**config.mk**
```make
export PLATFORM = sky130hd
export DESIGN_NAME = ring_slot_scheduler
export DESIGN_NICKNAME = d
export VERILOG_FILES = /design/src/rtl/ring_pkg.sv /design/src/rtl/rr_arbiter.sv /design/src/rtl/ring_slot_scheduler.sv
export SDC_FILE = /design/constraint.sdc
export NUM_CORES = 1
export LEC_CHECK = 0
export CORE_MARGIN = 2
export CORE_UTILIZATION = 50
export CTS_CLUSTER_SIZE = 30
export DETAILED_ROUTE_END_ITERATION = 7
export GPL_TIMING_DRIVEN = 0
export PLACE_DENSITY = 0.82
export SETUP_SLACK_MARGIN = 0.02
export SYNTH_ARGS = -nofsm -noshare
export SYNTH_HDL_FRONTEND = slang
export SYNTH_SLANG_ARGS = --single-unit
export TNS_END_PERCENT = 10
```
**constraint.sdc**
```tcl
create_clock -name clk -period 4.4 [get_ports clk]
set_input_delay 1.32 -clock clk [delete_from_list [all_inputs] [get_ports clk]]
set_output_delay 1.32 -clock clk [all_outputs]
set_load 0.02 [all_outputs]
```
**src/rtl/ring_pkg.sv**
```systemverilog
// Shared types and constants for the ring slot scheduler and its arbiter.
// Latency: n/a (declarations only).
// Backpressure: n/a.
package ring_pkg;

    typedef enum logic {
        S_WAIT = 1'b0,
        S_BUSY = 1'b1
    } sched_state_t;

    localparam int REQ_RTR_CP = 0;
    localparam int REQ_TRF_DP = 1;

    // Effective ring size: a ring of zero nodes behaves as a ring of one.
    function automatic logic [15:0] max_eff_f(input logic [15:0] max_node);
        return (max_node == 16'd0) ? 16'd1 : max_node;
    endfunction

endpackage

```
**src/rtl/rr_arbiter.sv**
```systemverilog
// Round-robin picker: first set request at or above rr_ptr, wrapping.
// Latency: combinational.
// Backpressure: none; pick is zero when no request is set.
module rr_arbiter #(
    parameter int NREQ = 2,
    parameter int PW   = (NREQ > 1) ? $clog2(NREQ) : 1
) (
    input  logic [NREQ-1:0] req,
    input  logic [PW-1:0]   rr_ptr,
    output logic [NREQ-1:0] pick
);

    logic found;

    // Walk offsets from the pointer; the first requester hit wins.
    always_comb begin
        pick  = '0;
        found = 1'b0;
        for (int off = 0; off < NREQ; off++) begin
            for (int i = 0; i < NREQ; i++) begin
                if (!found && req[i] && (i == ((int'(rr_ptr) + off) % NREQ))) begin
                    pick[i] = 1'b1;
                    found   = 1'b1;
                end
            end
        end
    end

endmodule

```
**src/rtl/ring_slot_scheduler.sv**
```systemverilog
// TDMA slot scheduler: tracks the ring slot and grants one local requester TX in this node's slot.
// Latency: request seen at own-slot cycle 0 -> grant registered at slot cycle 1.
// Backpressure: level req held by user; grant held until done/req drop or revoked (abort) at slot end.
module ring_slot_scheduler
    import ring_pkg::*;
#(
    parameter int NREQ        = 2,
    parameter int SLOT_CYCLES = 16
) (
    input  logic            clk,
    input  logic            rst,
    input  logic [15:0]     node_id,
    input  logic [15:0]     max_node,
    input  logic            enable,
    input  logic [NREQ-1:0] req,
    input  logic [NREQ-1:0] done,
    output logic [NREQ-1:0] grant,
    output logic            abort,
    output logic [15:0]     slot_index,
    output logic [15:0]     slot_cycle,
    output logic            own_slot,
    output logic            busy
);

    localparam int          PW       = (NREQ > 1) ? $clog2(NREQ) : 1;
    localparam logic [15:0] LAST_CYC = 16'(SLOT_CYCLES - 1);

    sched_state_t    state_q, state_d;
    logic [15:0]     slot_index_q, slot_index_d;
    logic [15:0]     slot_cycle_q, slot_cycle_d;
    logic [NREQ-1:0] grant_q, grant_d;
    logic            abort_q, abort_d;
    logic [PW-1:0]   rr_ptr_q, rr_ptr_d;

    logic [15:0]     max_eff;
    logic            slot_wrap;
    logic [16:0]     slot_next;
    logic [NREQ-1:0] pick;
    logic            release_hit;
    logic [PW-1:0]   ptr_after;

    rr_arbiter #(.NREQ(NREQ), .PW(PW)) u_rr_arbiter (
        .req    (req),
        .rr_ptr (rr_ptr_q),
        .pick   (pick)
    );

    assign max_eff     = max_eff_f(max_node);
    // A node outside the current ring never owns a slot, even if a stale slot_index matches it.
    assign own_slot    = (slot_index_q == node_id) && (node_id < max_eff);
    assign busy        = (state_q == S_BUSY);
    assign grant       = grant_q;
    assign abort       = abort_q;
    assign slot_index  = slot_index_q;
    assign slot_cycle  = slot_cycle_q;
    // Granted user either reports completion or withdraws its request.
    assign release_hit = |(grant_q & (done | ~req));

    // Slot counters; slot_index only moves at the slot boundary, in 17 bits to avoid overflow.
    always_comb begin
        slot_wrap    = (slot_cycle_q == LAST_CYC);
        slot_next    = {1'b0, slot_index_q} + 17'd1;
        slot_cycle_d = slot_wrap ? 16'd0 : slot_cycle_q + 16'd1;
        slot_index_d = slot_index_q;
        if (slot_wrap) begin
            slot_index_d = (slot_next >= {1'b0, max_eff}) ? 16'd0 : slot_next[15:0];
        end
    end

    // Round-robin pointer moves to the requester after the one currently granted.
    always_comb begin
        ptr_after = '0;
        for (int i = 0; i < NREQ; i++) begin
            if (grant_q[i]) begin
                ptr_after = (i == NREQ - 1) ? '0 : PW'(i + 1);
            end
        end
    end

    // Grant FSM: one grant per own slot, released by the user or revoked at slot end.
    always_comb begin
        state_d  = state_q;
        grant_d  = grant_q;
        abort_d  = 1'b0;
        rr_ptr_d = rr_ptr_q;
        case (state_q)
            S_WAIT: begin
                if (own_slot && (slot_cycle_q == 16'd0) && enable && (|req)) begin
                    grant_d = pick;
                    state_d = S_BUSY;
                end
            end
            S_BUSY: begin
                if (release_hit) begin
                    grant_d  = '0;
                    rr_ptr_d = ptr_after;
                    state_d  = S_WAIT;
                end else if (slot_wrap) begin
                    grant_d  = '0;
                    abort_d  = 1'b1;
                    rr_ptr_d = ptr_after;
                    state_d  = S_WAIT;
                end
            end
            default: begin
                grant_d = '0;
                state_d = S_WAIT;
            end
        endcase
    end

    // State registers; reset clears everything without an abort pulse.
    always_ff @(posedge clk) begin
        if (rst) begin
            state_q      <= S_WAIT;
            slot_index_q <= '0;
            slot_cycle_q <= '0;
            grant_q      <= '0;
            abort_q      <= 1'b0;
            rr_ptr_q     <= '0;
        end else begin
            state_q      <= state_d;
            slot_index_q <= slot_index_d;
            slot_cycle_q <= slot_cycle_d;
            grant_q      <= grant_d;
            abort_q      <= abort_d;
            rr_ptr_q     <= rr_ptr_d;
        end
    end

endmodule

```
==> impl_metrics.yaml <==
hold_path:
  min_from: "rr_ptr_q$_SDFFE_PP0P_"
  min_path_type: "reg2reg"
logic_synthesis:
  synth_nets: 432
  yosys-top-cells-area: "dfxtp_1 25%, ha_1 15%, xnor2_1 8.4%"
  synth_top_family_by_area: "simple AND/OR/NAND/NOR gates"
  avgSynthCellArea_sq_um: 8.13
  yosysSeqAreaShare_pct: 25.4
  synthAdderAreaFrac_pct: 14.6
  synth_ff_type: "dfxtp_1"
  yosysTopAreaCell: "dfxtp_1"
  netlist_area_sq_mm: 0.00292
  synthSimpleGateAreaFrac_pct: 27.0
  ys.warnings.count: 0
  ys_types: 49
  synthMuxAreaShare_pct: 0.686
  ys_seq_elements: 37
  async_flop_share_pct: 0
  synth_xor_area_share_pct: 10.8
  synthTopCellsByCount: "50 x nand2_1, 37 x dfxtp_1, 34 x ha_1, 28 x nor2_1, 28 x xnor2_1"
  syn_inst: 359
  synth_edf_count: 0
  synth_most_common_cell: "nand2_1"
  synth_top_area_share_pct: 25.4
  synth-compound-area-share_pct: 16.5
critical_path:
  r2r_start: "slot_index[2]$_SDFFE_PP0P_"
  cpMostUsedCell: "nor2_1"
  path_class: "in2out"
  critPathLaunchType: "input port"
  worstPathCellList: "clkdlybuf4s50_1 -> ha_4 -> a21oi_2 -> nor2_1 -> a211oi_1 -> o211ai_1 -> nor2_1 -> buf_4"
  cp.arrival_ns: 3.16
  path_buf_inv: 2
  critPathLaunch: "node_id[9]"
  worst_ep_required_time_ns: 3.08
  endpoint_kind: "output port"
  cp_top_family: "buffers and inverters"
  critical-path-max-stage-delay_ns: 0.59
  crit_fanout: 2
  critPathSlowestCell: "clkdlybuf4s50_1"
global_routing:
  grt_start_max_net_pins: 13
  grt_overflow_total: 0
  grt_pass1_wl_microns: 13400
  first_global_vias: 2939
  antenna_found_initial: 0
  grt.total_usage_pct: 26.5
floorplan:
  dieArea_sq_mm: 0.00646
  die_w_microns: 80.4
  core_sq_mm: 0.00557
  rows: 27
  initial_core_util_pct: 52.3
  io_pins: 76
  die_h_microns: 80.4
power:
  p_per_area_mw_per_mm2: 195
  clockPowerShare_pct: 39.8
  p_leak_uw: 0.00173
  swShare_pct: 26.0
  pwr-share-seq_pct: 42.2
  p_switching_uw: 209
  power.total_uw: 805
  p_int_uw: 596
  irDropWorstVdd_v: 0.000255
  power_frac_comb_pct: 18.0
clock_network:
  cts_root_buffer: "clkbuf_8"
  cts_made_buffers: 5
  cts-hold-fix-buffers: 0
  worst_skew_pair.late_latency_ns: 0.30
  cts_tree: "done"
  path_clk_slew_ns: 0.08
  h-tree-depth: 2
  cts.sinks: 37
  clk_path_buf_depth: 2
outcome:
  status: "finished, violations left"
  violations: "negative setup slack"
timing:
  finalCriticalPeriod_ns: 4.48
  drv_slew: 0
  fmax_ghz: 0.223
  tightest_slew_ns: 0.697
  hold_slack_ns: 0.479
  finalClockSkew_ns: 0.00477
  slew-limit-headroom_pct: 53.1
  finalHoldViolCount: 0
  post-route-period-util_pct: 102
  setup_viol: 1
  setup_slack_ns: -0.0771
routing:
  drt-total-wl_microns: 8580
  wire_per_inst_microns: 16.6
  drt_iter0_drc: 110
  drc: 0
  ant_nets: 0
  via_per_inst: 5.73
  vias: 2962
  firstDrtPassIters: 4
place:
  place_ws_ns: -0.726
  io_buffer_count: 75
  post_dp_cell_area_sq_mm: 0.00376
  hpwl_microns: 6440
  place_congestion: 0.878
final_layout:
  finalNetCount: 517
  n_antenna_cell: 0
  fin_area_sq_mm: 0.00412
  area_delta_synth_final_pct: 41.2
  drive_above_1_share_pct: 16.4
  final_util_pct: 73.9
run:
  maxCapViolCount: 0
==> worst min-delay path: cells and delay by family (launching register included) <==
kind,cells,cell delay (ns)
simple gates,1,0.06
flops,1,0.33
compound gates,1,0.05
==> timing repair <==
action | CTS | global route
setup buffers | 2 | 1
endpoints found under the setup margin | 1 | 1
gates resized for setup | 21 | 43
pin swaps | 7 | 12
==> worst paths after layout <==
| check | cells after the start | end | slack (ns) |
|---|---|---|---|
| setup / recovery | 8 | own_slot | -0.08 |
| hold reg to reg | 2 | rr_ptr_q$_SDFFE_PP0P_ | 0.48 |
| hold / removal | 2 | rr_ptr_q$_SDFFE_PP0P_ | 0.48 |
| setup reg to reg | 14 | slot_index[12]$_SDFFE_PP0P_ | 0.32 |
==> kinds of logic (layout without fill, tap and decap cells) <==
| logic type | Yosys count | count (layout) |
|---|---|---|
| AND/OR/NAND/NOR | 151 | 151 |
| AO/OA/AOI/OAI | 62 | 62 |
| flip-flops | 37 | 37 |
| buffers and inverters | 37 | 123 |
| XOR/XNOR | 36 | 36 |
| adder cells (fa/ha/maj) | 34 | 34 |
| multiplexers | 2 | 2 |
==> power by group through the flow <==
stage,clock (uW),sequential (uW),combinational (uW)
final,320,339,145
after global routing,340,340,158
after CTS,322,339,122
after detailed placement,0,347,114
after global placement,0,347,109
after floorplan,0,350,48.9
==> sequential cells by signal (all words and copies together) (netlist names) <==
signal,count
slot_cycle,16
slot_index,16
grant,2
abort,1
busy,1
rr_ptr_q,1
==> metrics by stage <==
step	instances	setup TNS, ns
5_1_grt	517	-0.101
6_report	517	-0.0771
3_3_place_gp	506	-0.665
3_5_place_dp	506	-0.726
2_1_floorplan	359	0
4_1_cts	516	0
==> cells in the final DEF (no fill, tap or decap), types with 5 or more instances in the layout <==
cell type	synthesis	final
nor2_1	28	28
o211ai_2	5	5
nand3_1	14	14
nand2_1	50	48
xnor2_1	28	28
inv_1	25	13
clkbuf_1	9	9
o221ai_2	5	5
inv_2	0	12
ha_1	34	23
ha_4	0	9
nor3_1	6	5
nand4_1	10	10
clkbuf_8	0	6
clkdlybuf4s50_1	0	56
o21ai_1	3	5
dfxtp_1	37	37
xor2_1	8	8
o21ai_0	11	8
dlymetal6s2s_1	0	15
nor4_1	7	6
a21oi_1	15	10
o211ai_1	7	7
==> area by class of cell <==
class                   count  area, sq um
clock inverters             2         37.5
inverters                  25         93.8
multi-input cells         285         2220
clock buffers               6         82.6
repair buffers             78          805
well taps                  72         90.1
plain buffers              12         55.1
flip-flops and latches     37          741
fillers                   412         1450
==> metal layers <==
layer / up-vias / GRT usage, % / part of all wire [%]
met4: 0 / 12.7 / 3.8
met2: 118 / 45.9 / 50
li1: 1438 / - / -
met5: - / 0 / 0
met1: 1378 / 31.7 / 39
met3: 28 / 4.04 / 6.7
Note: power is estimated with default switching activity, not from simulation.
